==> config.mk <==
export PLATFORM = sky130hd
export DESIGN_NAME = keyscan
export DESIGN_NICKNAME = d
export VERILOG_FILES = /design/src/rtl/keyscan.sv
export SDC_FILE = /design/constraint.sdc
export NUM_CORES = 1
export LEC_CHECK = 0
export ABC_AREA = 1
export BUFFER_PORTS_ARGS = -buffer_cell sky130_fd_sc_hd__buf_4
export CAP_MARGIN = 15
export CORE_MARGIN = 8
export CORE_UTILIZATION = 50
export CTS_CLUSTER_DIAMETER = 50
export DETAILED_ROUTE_END_ITERATION = 8
export GPL_TIMING_DRIVEN = 0
export PLACE_DENSITY = 0.79
export REMOVE_ABC_BUFFERS = 1
export SYNTH_ARGS = -nofsm -noshare
export SYNTH_HDL_FRONTEND = slang
export SYNTH_SLANG_ARGS = --single-unit
==> constraint.sdc <==
create_clock -name clock -period 2.65 [get_ports clock]
set_input_delay 0.795 -clock clock [delete_from_list [all_inputs] [get_ports clock]]
set_output_delay 0.795 -clock clock [all_outputs]
set_load 0.03 [all_outputs]
==> src/rtl/keyscan.sv <==
// 4x4 keypad matrix scanner with full-image debounce and key-press pulse.
// Define KEYSCAN_REPEAT_EN to add auto-repeat pulses on key_press while keys are held.
module keyscan #(
    parameter int unsigned SCAN_DIV     = 16,
    parameter int unsigned DEBOUNCE     = 3,
    parameter int unsigned REPEAT_SCANS = 64
) (
    input  logic        clock,
    input  logic        reset,
    input  logic [3:0]  row_in,
    output logic [3:0]  col_out,
    output logic [15:0] keys,
    output logic        key_press,
    output logic        scan_tick
);

    localparam int unsigned CntW = $clog2(SCAN_DIV);
    localparam int unsigned StW  = $clog2(DEBOUNCE + 1);
    localparam logic [CntW-1:0] CntLast = CntW'(SCAN_DIV - 1);
    localparam logic [StW-1:0]  StFull  = StW'(DEBOUNCE);

    if (SCAN_DIV < 4 || DEBOUNCE < 1 || REPEAT_SCANS < 1) begin : g_bad_param
        $error("keyscan: parameter below minimum");
    end

    logic [3:0]      sync1_q, row_sync_q;
    logic [CntW-1:0] cnt_q, cnt_d;
    logic [1:0]      col_q, col_d;
    logic [15:0]     raw_q, raw_d;
    logic [15:0]     cand_q, cand_d;
    logic [15:0]     keys_q, keys_d;
    logic [StW-1:0]  stable_q, stable_d;
    logic            press_q, press_d;
    logic            dwell_end;

    always_comb begin
        cnt_d     = cnt_q + 1'b1;
        col_d     = col_q;
        raw_d     = raw_q;
        cand_d    = cand_q;
        stable_d  = stable_q;
        keys_d    = keys_q;
        dwell_end = (cnt_q == CntLast);
        scan_tick = dwell_end && (col_q == 2'd3);

        // Sample at the end of the dwell so the pins and synchronizer have settled.
        if (dwell_end) begin
            cnt_d                     = '0;
            col_d                     = col_q + 2'd1;
            raw_d[{col_q, 2'b00} +: 4] = ~row_sync_q;
        end

        // raw_d already holds the column-3 bits, so it is the completed image.
        if (scan_tick) begin
            if (raw_d != cand_q) begin
                cand_d   = raw_d;
                stable_d = StW'(1);
            end else if (stable_q != StFull) begin
                stable_d = stable_q + 1'b1;
            end
            if (stable_d == StFull) begin
                keys_d = cand_d;
            end
        end

        press_d = |(keys_d & ~keys_q);
    end

    always_ff @(posedge clock or posedge reset) begin
        if (reset) begin
            sync1_q    <= 4'hF;
            row_sync_q <= 4'hF;
            cnt_q      <= '0;
            col_q      <= 2'd0;
            raw_q      <= '0;
            cand_q     <= '0;
            stable_q   <= '0;
            keys_q     <= '0;
            press_q    <= 1'b0;
        end else begin
            sync1_q    <= row_in;
            row_sync_q <= sync1_q;
            cnt_q      <= cnt_d;
            col_q      <= col_d;
            raw_q      <= raw_d;
            cand_q     <= cand_d;
            stable_q   <= stable_d;
            keys_q     <= keys_d;
            press_q    <= press_d;
        end
    end

    assign col_out = ~(4'b0001 << col_q);
    assign keys    = keys_q;

`ifdef KEYSCAN_REPEAT_EN
    localparam int unsigned RepW = $clog2(REPEAT_SCANS + 1);
    localparam logic [RepW-1:0] RepLast = RepW'(REPEAT_SCANS - 1);

    logic [RepW-1:0] rep_q, rep_d;
    logic            rep_fire;

    // Counts completed scans while keys is nonzero and not about to change.
    always_comb begin
        rep_d    = rep_q;
        rep_fire = 1'b0;
        if ((keys_d != keys_q) || (keys_q == '0)) begin
            rep_d = '0;
        end else if (scan_tick) begin
            if (rep_q == RepLast) begin
                rep_fire = 1'b1;
                rep_d    = '0;
            end else begin
                rep_d = rep_q + 1'b1;
            end
        end
    end

    always_ff @(posedge clock or posedge reset) begin
        if (reset) begin
            rep_q <= '0;
        end else begin
            rep_q <= rep_d;
        end
    end

    assign key_press = press_q | rep_fire;
`else
    assign key_press = press_q;
`endif

endmodule
==> reports/results.tsv, run 1 <==
metric	value	unit
run_status	complete, but fails checks	
violated_checks	setup timing	
finalHoldViolations	0	
critical_path.endpoint_type	flop	
synth-seq-cells	65	
dieWidth	97.5	um
ios	28	
core_region_area	0.00639	sq mm
vias_per_cell	5.19	
critical_path.most_common_cell	sky130_fd_sc_hd__nand2_1	
grt_util_all_layers	16.5	%
timing.setup.tns	-0.365	ns
setup-violations-final	17	
std_cell_rows	29	
nFillCells	483	
finalNetCount	491	
crit_family	simple AND/OR/NAND/NOR gates	
postRouteAntennaNets	0	
grt_antenna_before_repair	0	
timing.reg2reg.setup_slack	-0.1	ns
netlist_cell_types	25	
worstPathRequired	2.95	ns
p_leak	0.00223	uW
finalWeightedCongestion	0.880	
die_height	97.5	um
synthCells	426	
critPathMaxStageDelay	0.41	ns
register_cell_area_after_layout	0.00164	sq mm
numClockSinks	65	
drv.max_cap_violation_count	0	
gr_overflow_total	0	
drt_drc_violations_left	0	
tritoncts.num_buffers	9	
critical-path-slowest-cell	sky130_fd_sc_hd__dfrtp_2	
drtIter0Drc	197	
ir_drop	0.434	mV
worst_hold_path_type	flop to flop	
grt_setup_unrepaired	yes	
synthArstFlopShare	100	%
setup.worst_path.class	flop to flop	
finalWirelength	8240	um
ctsRootBufferMaster	sky130_fd_sc_hd__clkbuf_8	
start_util	52.0	%
placedCellCount	523	
num_antenna_cells	0	
syn_area_per_cell	7.80	sq um
timing.critical_path.cells	clkinvlp_4 -> ha_2 -> nor2_2 -> nand3_1 -> nand2_2 -> nand3_1 -> nand2_1 -> nand2_1 -> nor2_2 -> nand2_2 -> buf_12 -> nor2_4 -> nand4_1 -> nor2_1 -> nor2_1 -> nand2_1 -> nor2_2 -> nand2_1	
slew_viol_final	0	
ctsHtreeMaxLevel	3	
timing.final.ws_setup	-0.0990	ns
synth_warnings	0	
detailed_routing_iteration_count_for_the_pre_antenna_repair_pass	4	
fp.dieArea	0.00951	sq mm
critPathBufInv	2	
final_cell_mix	sky130_fd_sc_hd__nand2_1 (138), sky130_fd_sc_hd__inv_1 (55), sky130_fd_sc_hd__dfrtp_1 (55)	
wp_data_arrival	3.05	ns
via_count_of_the_first_global_routing_pass	2827	
pwr_cell_area	497	mW/mm^2
tritoncts	done	
area_delta_synth_final	25.8	%
final_period_minus_worst_setup_slack	2.75	ns
worst_slew_margin_rel	46.4	%
layoutNonFillerInstCount	561	
clkTransAtPathRegs	0.08	ns
setup_skew_after_layout	0.00715	ns
synth_seq_area_share	49.2	%
vias	2914	
dpl.hpwl	4940	um
buffer_ports.inserted	27	
worstSkewPairLatency	0.35	ns
mostFrequentLayoutCell	sky130_fd_sc_hd__nand2_1	
grt_first_pass_wirelength	13000	um
mappedNetlistArea	0.00332	sq mm
worst_setup_sp_type	flop	
largest_net_degree_at_the_start_of_global_routing	44	
layout-drive-gt1-share	27.3	%
worst-slew-pin-transition	0.802	ns
cts_buffer_depth	2	
synth_edf_count	0	
commonest_register_cell_after_synthesis	sky130_fd_sc_hd__dfrtp_1	
share_of_the_clock_period_used_by_the_worst_path_after_layout	104	%
peak_clock_frequency_supported_by_timing	364	MHz
fin_total_pwr	2080	uW
detail_route.wl_per_cell	14.7	um
critical_path_peak_fanout	5	
multi_input_area	0.00158	sq mm
## final cells by class
type                            instances  share of cell area [%]
Sequential cell                        65                    39.2
Multi-Input combinational cell        294                    37.7
Timing Repair Buffer                   48                    9.70
Inverter                               61                    5.57
Clock buffer                           11                    3.62
Tap cell                               77                    2.31
Clock inverter                          5                    1.86
## path summary, 6_finish.rpt
kind	startpoint	end	depth (start not counted)
min reg2reg	sync1_q[2]	row_sync_q[2]	0
min in group asynchronous	reset	keys[11]	2
max in group asynchronous	reset	row_sync_q[3]	3
max	col_q[0]	key_press	18
max reg2reg	col_q[0]	key_press	18
min	sync1_q[2]	row_sync_q[2]	0
## per-layer routing
layer / global-route usage [%] / up-vias / wire length [um]
met5: 0 / - / 0
met4: 8.51 / 0 / 300
met3: 3.70 / 23 / 360
met2: 28.2 / 77 / 4230
met1: 18.7 / 1376 / 3350
li1: - / 1438 / -
## kinds of logic (layout without fill, tap and decap cells)
family | Yosys count | in the layout | synth area share, %
adder cells (fa/ha/maj) | 6 | 6 | 2.26
AO/OA/AOI/OAI | 22 | 22 | 3.54
buffers and inverters | 70 | 125 | 8.66
XOR/XNOR | 2 | 2 | 0.527
flip-flops | 65 | 65 | 49.2
AND/OR/NAND/NOR | 261 | 264 | 35.8
## registers in the layout (all words and copies together), names as in the netlist, 2 cells and up
| register | flops |
|---|---|
| keys | 16 |
| col_q | 2 |
| raw_q | 16 |
| stable_q | 2 |
| cnt_q | 4 |
| sync1_q | 4 |
| cand_q | 16 |
| row_sync_q | 4 |
## synthesized netlist by cell type, types with 3 or more instances
cell	instances	area, sq um
sky130_fd_sc_hd__nand2_1	152	571
sky130_fd_sc_hd__inv_1	60	225
sky130_fd_sc_hd__dfrtp_1	57	1430
sky130_fd_sc_hd__nor2_1	44	165
sky130_fd_sc_hd__nand3_1	34	170
sky130_fd_sc_hd__o21ai_0	18	90.1
sky130_fd_sc_hd__nand4_1	11	68.8
sky130_fd_sc_hd__dfstp_2	8	210
sky130_fd_sc_hd__nand4_2	8	100
sky130_fd_sc_hd__ha_1	6	75.1
sky130_fd_sc_hd__buf_2	5	25.0
sky130_fd_sc_hd__nand2_2	3	18.8
sky130_fd_sc_hd__nor2_2	3	18.8
sky130_fd_sc_hd__o21a_1	3	22.5
## through the flow
| stage | util, % | setup slack (ns) | area, sq um | hold slack, ns |
|---|---|---|---|---|
| final | 65.4 | -0.0990 | 4180 | 0.354 |
| after global routing | 65.4 | -0.311 | 4180 | 0.355 |
| after CTS | 62.3 | 0.0225 | 3980 | 0.352 |
| after detailed placement | 56.2 | -0.620 | 3590 | 0.347 |
| after global placement | 55.8 | -0.908 | 3560 | 0.346 |
| after floorplan | - | -0.147 | 3260 | 0.345 |
## where the power goes
part           switching (uW)  internal, uW  total, uW
clock                     396           577        973
combinational            59.2          25.6       84.8
sequential               8.55          1010       1020
total                     463          1620       2080
## what timing repair did
item                       in CTS  in global routing
setup endpoints to repair      19                 19
buffers inserted               11                  8
resized for setup              16                 33
hold endpoints to repair        0                  0
pin swaps                       3                 13
gates cloned                    1                  2
hold buffers                    0                  0
Note: power is estimated with default switching activity, not from simulation.
==> run 2, diff against run 1 <==
--- a/config.mk
+++ b/config.mk
@@ -8,7 +8,6 @@
 export ABC_AREA = 1
 export BUFFER_PORTS_ARGS = -buffer_cell sky130_fd_sc_hd__buf_4
 export CAP_MARGIN = 15
-export CORE_MARGIN = 8
 export CORE_UTILIZATION = 50
 export CTS_CLUSTER_DIAMETER = 50
 export DETAILED_ROUTE_END_ITERATION = 8
==> reports/results.tsv, run 2 (same netlist as run 1, synthesis figures left out) <==
metric	value	unit	change
drv.max_cap_violation_count	0		unchanged
finish.instance_area	0.00413	sq mm	was 0.00418 sq mm
rr_worst_depth	20		was 18
crit_path_start	col_q[0]		unchanged
detailedPlace.worstSlack	-0.674	ns	was -0.620 ns
fp.dieArea	0.00698	sq mm	was 0.00951 sq mm
dpl.hpwl	4920	um	was 4940 um
final_period_minus_worst_setup_slack	2.73	ns	was 2.75 ns
buffer_ports.inserted	27		unchanged
critPathMaxStageDelay	0.41	ns	about the same
setup-violations-final	2		was 17
worst_slew_margin_rel	49.2	%	was 46.4%
worst_hold_path_type	flop to flop		unchanged
critical_path_peak_fanout	7		was 5
worstSkewPairLatency	0.34	ns	was 0.35 ns
drtIter0Drc	259		was 197
worstPathRequired	2.88	ns	was 2.95 ns
critPathBufInv	3		was 2
numClockSinks	65		unchanged
peak_clock_frequency_supported_by_timing	366	MHz	was 364 MHz
p_leak	0.00220	uW	was 0.00223 uW
setup.worst_path.class	flop to flop		unchanged
ctsHtreeMaxLevel	3		unchanged
critical_path.most_common_cell	sky130_fd_sc_hd__nand2_1		unchanged
gr_overflow_total	0		unchanged
worst_setup_sp_type	flop		unchanged
placement.cell_area	0.00359	sq mm	unchanged
final_cell_mix	sky130_fd_sc_hd__nand2_1 (146), sky130_fd_sc_hd__inv_1 (57), sky130_fd_sc_hd__dfrtp_1 (55)		was sky130_fd_sc_hd__nand2_1 (138), sky130_fd_sc_hd__inv_1 (55), sky130_fd_sc_hd__dfrtp_1 (55)
area_delta_synth_final	24.4	%	was 25.8%
wp_data_arrival	2.96	ns	was 3.05 ns
pwr_cell_area	470	mW/mm^2	was 497 mW/mm^2
slew_viol_final	0		unchanged
dieWidth	83.5	um	was 97.5 um
via_count_of_the_first_global_routing_pass	2830		was 2827
vias	2908		was 2914
crit_family	simple AND/OR/NAND/NOR gates		unchanged
post-route-util	64.7	%	was 65.4%
share_of_the_clock_period_used_by_the_worst_path_after_layout	103	%	was 104%
grt_util_all_layers	23.1	%	was 16.5%
ctsRootBufferMaster	sky130_fd_sc_hd__clkbuf_8		unchanged
finalWeightedCongestion	0.883		was 0.880
critical-path-slowest-cell	sky130_fd_sc_hd__dfrtp_2		unchanged
detail_route.wl_per_cell	13.8	um	was 14.7 um
cts_buffer_depth	2		unchanged
critical_path_cell_count	20		was 18
drt_drc_violations_left	0		unchanged
ir_drop	0.371	mV	was 0.434 mV
num_antenna_cells	0		unchanged
critical_path.endpoint_type	flop		unchanged
fin_total_pwr	1940	uW	was 2080 uW
setup_skew_after_layout	0.00809	ns	was 0.00715 ns
start_util	52.0	%	unchanged
worst-slew-pin-transition	0.759	ns	was 0.802 ns
clkTransAtPathRegs	0.07	ns	was 0.08 ns
tritoncts	done		unchanged
std_cell_rows	29		unchanged
finalWirelength	7730	um	was 8240 um
grt_first_pass_wirelength	12600	um	was 13000 um
worstReg2RegEnd	key_press		unchanged
grt_setup_unrepaired	yes		unchanged
critical_path.endpoint	key_press		unchanged
postRouteAntennaNets	0		unchanged
die_height	83.5	um	was 97.5 um
finalHoldViolations	0		unchanged
run_status	complete, but fails checks		unchanged
largest_net_degree_at_the_start_of_global_routing	35		was 44
core_region_area	0.00639	sq mm	unchanged
ios	28		unchanged
detailed_routing_iteration_count_for_the_pre_antenna_repair_pass	4		unchanged
violated_checks	setup timing		unchanged
timing.reg2reg.setup_slack	-0.08	ns	was -0.1 ns
timing.final.ws_setup	-0.0793	ns	was -0.0990 ns
crit-reg2reg-launch	col_q[0]		unchanged
mostFrequentLayoutCell	sky130_fd_sc_hd__nand2_1		unchanged
vias_per_cell	5.21		was 5.19
layout-drive-gt1-share	24.7	%	was 27.3%
finalNetCount	488		was 491
timing.hold.worst.start	sync1_q[0]		was sync1_q[2]
grt_antenna_before_repair	0		unchanged
tritoncts.num_buffers	9		unchanged
timing.critical_path.cells	clkinvlp_4 -> ha_4 -> inv_1 -> nor2_4 -> nand3_1 -> nand2_1 -> nand2_1 -> nand2_1 -> nand2_1 -> nand2_1 -> nor2_2 -> nand2_2 -> nor2_8 -> buf_12 -> nand4_1 -> nor2_1 -> nor2_1 -> nand2_1 -> nor2_2 -> nand2_1		was clkinvlp_4 -> ha_2 -> nor2_2 -> nand3_1 -> nand2_2 -> nand3_1 -> nand2_1 -> nand2_1 -> nor2_2 -> nand2_2 -> buf_12 -> nor2_4 -> nand4_1 -> nor2_1 -> nor2_1 -> nand2_1 -> nor2_2 -> nand2_1
-- run 2: what timing repair did --
| item | 4_1_cts | 5_1_grt |
|---|---|---|
| buffers inserted | 11 | 6 |
| gates resized for setup | 19 | 24 |
| pin swaps | 3 | 15 |
| cloned | 1 | 1 |
| hold buffers | 0 | 0 |
| setup endpoints to repair | 19 | 20 |
-- run 2: area by class of cell --
class / count / area (sq um)
well taps: 77 / 96.3
repair buffers: 47 / 424
flip-flops and latches: 65 / 1640
multi-input cells: 292 / 1550
inverters: 61 / 233
clock buffers: 11 / 141
clock inverters: 5 / 55.1
fillers: 486 / 2250
-- run 2: report_power, final --
group | internal, uW | switching, uW | leakage (uW)
Clock | 457 | 385 | 0.0000953
Sequential | 1010 | 7.93 | 0.000838
Combinational | 24.4 | 56.8 | 0.00127
Total | 1490 | 450 | 0.00220
-- run 2: metal layers --
metal | share of wire, % | global-route usage [%]
met2 | 52 | 39.6
met3 | 4.2 | 4.65
met1 | 41 | 28.1
met5 | 0 | 0
met4 | 3.1 | 10.9
-- run 2: per-stage QoR --
stage,TNS [ns],hold WS (ns),cells
final,-0.0796,0.351,558
after global routing,-2.74,0.359,558
after detailed placement,-11.73,0.349,523
after floorplan,-2.45,0.345,417
after CTS,0,0.354,551
after global placement,-45.45,0.346,521
-- run 2: worst min-delay path by stage --
stage | endpoint | slack [ns] | cells past startpoint
6_report | row_sync_q[0] | 0.35 | 0
5_1_grt | row_sync_q[2] | 0.36 | 0
4_1_cts | row_sync_q[0] | 0.35 | 0
3_5_place_dp | row_sync_q[1] | 0.35 | 0
3_3_place_gp | row_sync_q[0] | 0.35 | 0
2_1_floorplan | row_sync_q[0] | 0.35 | 0
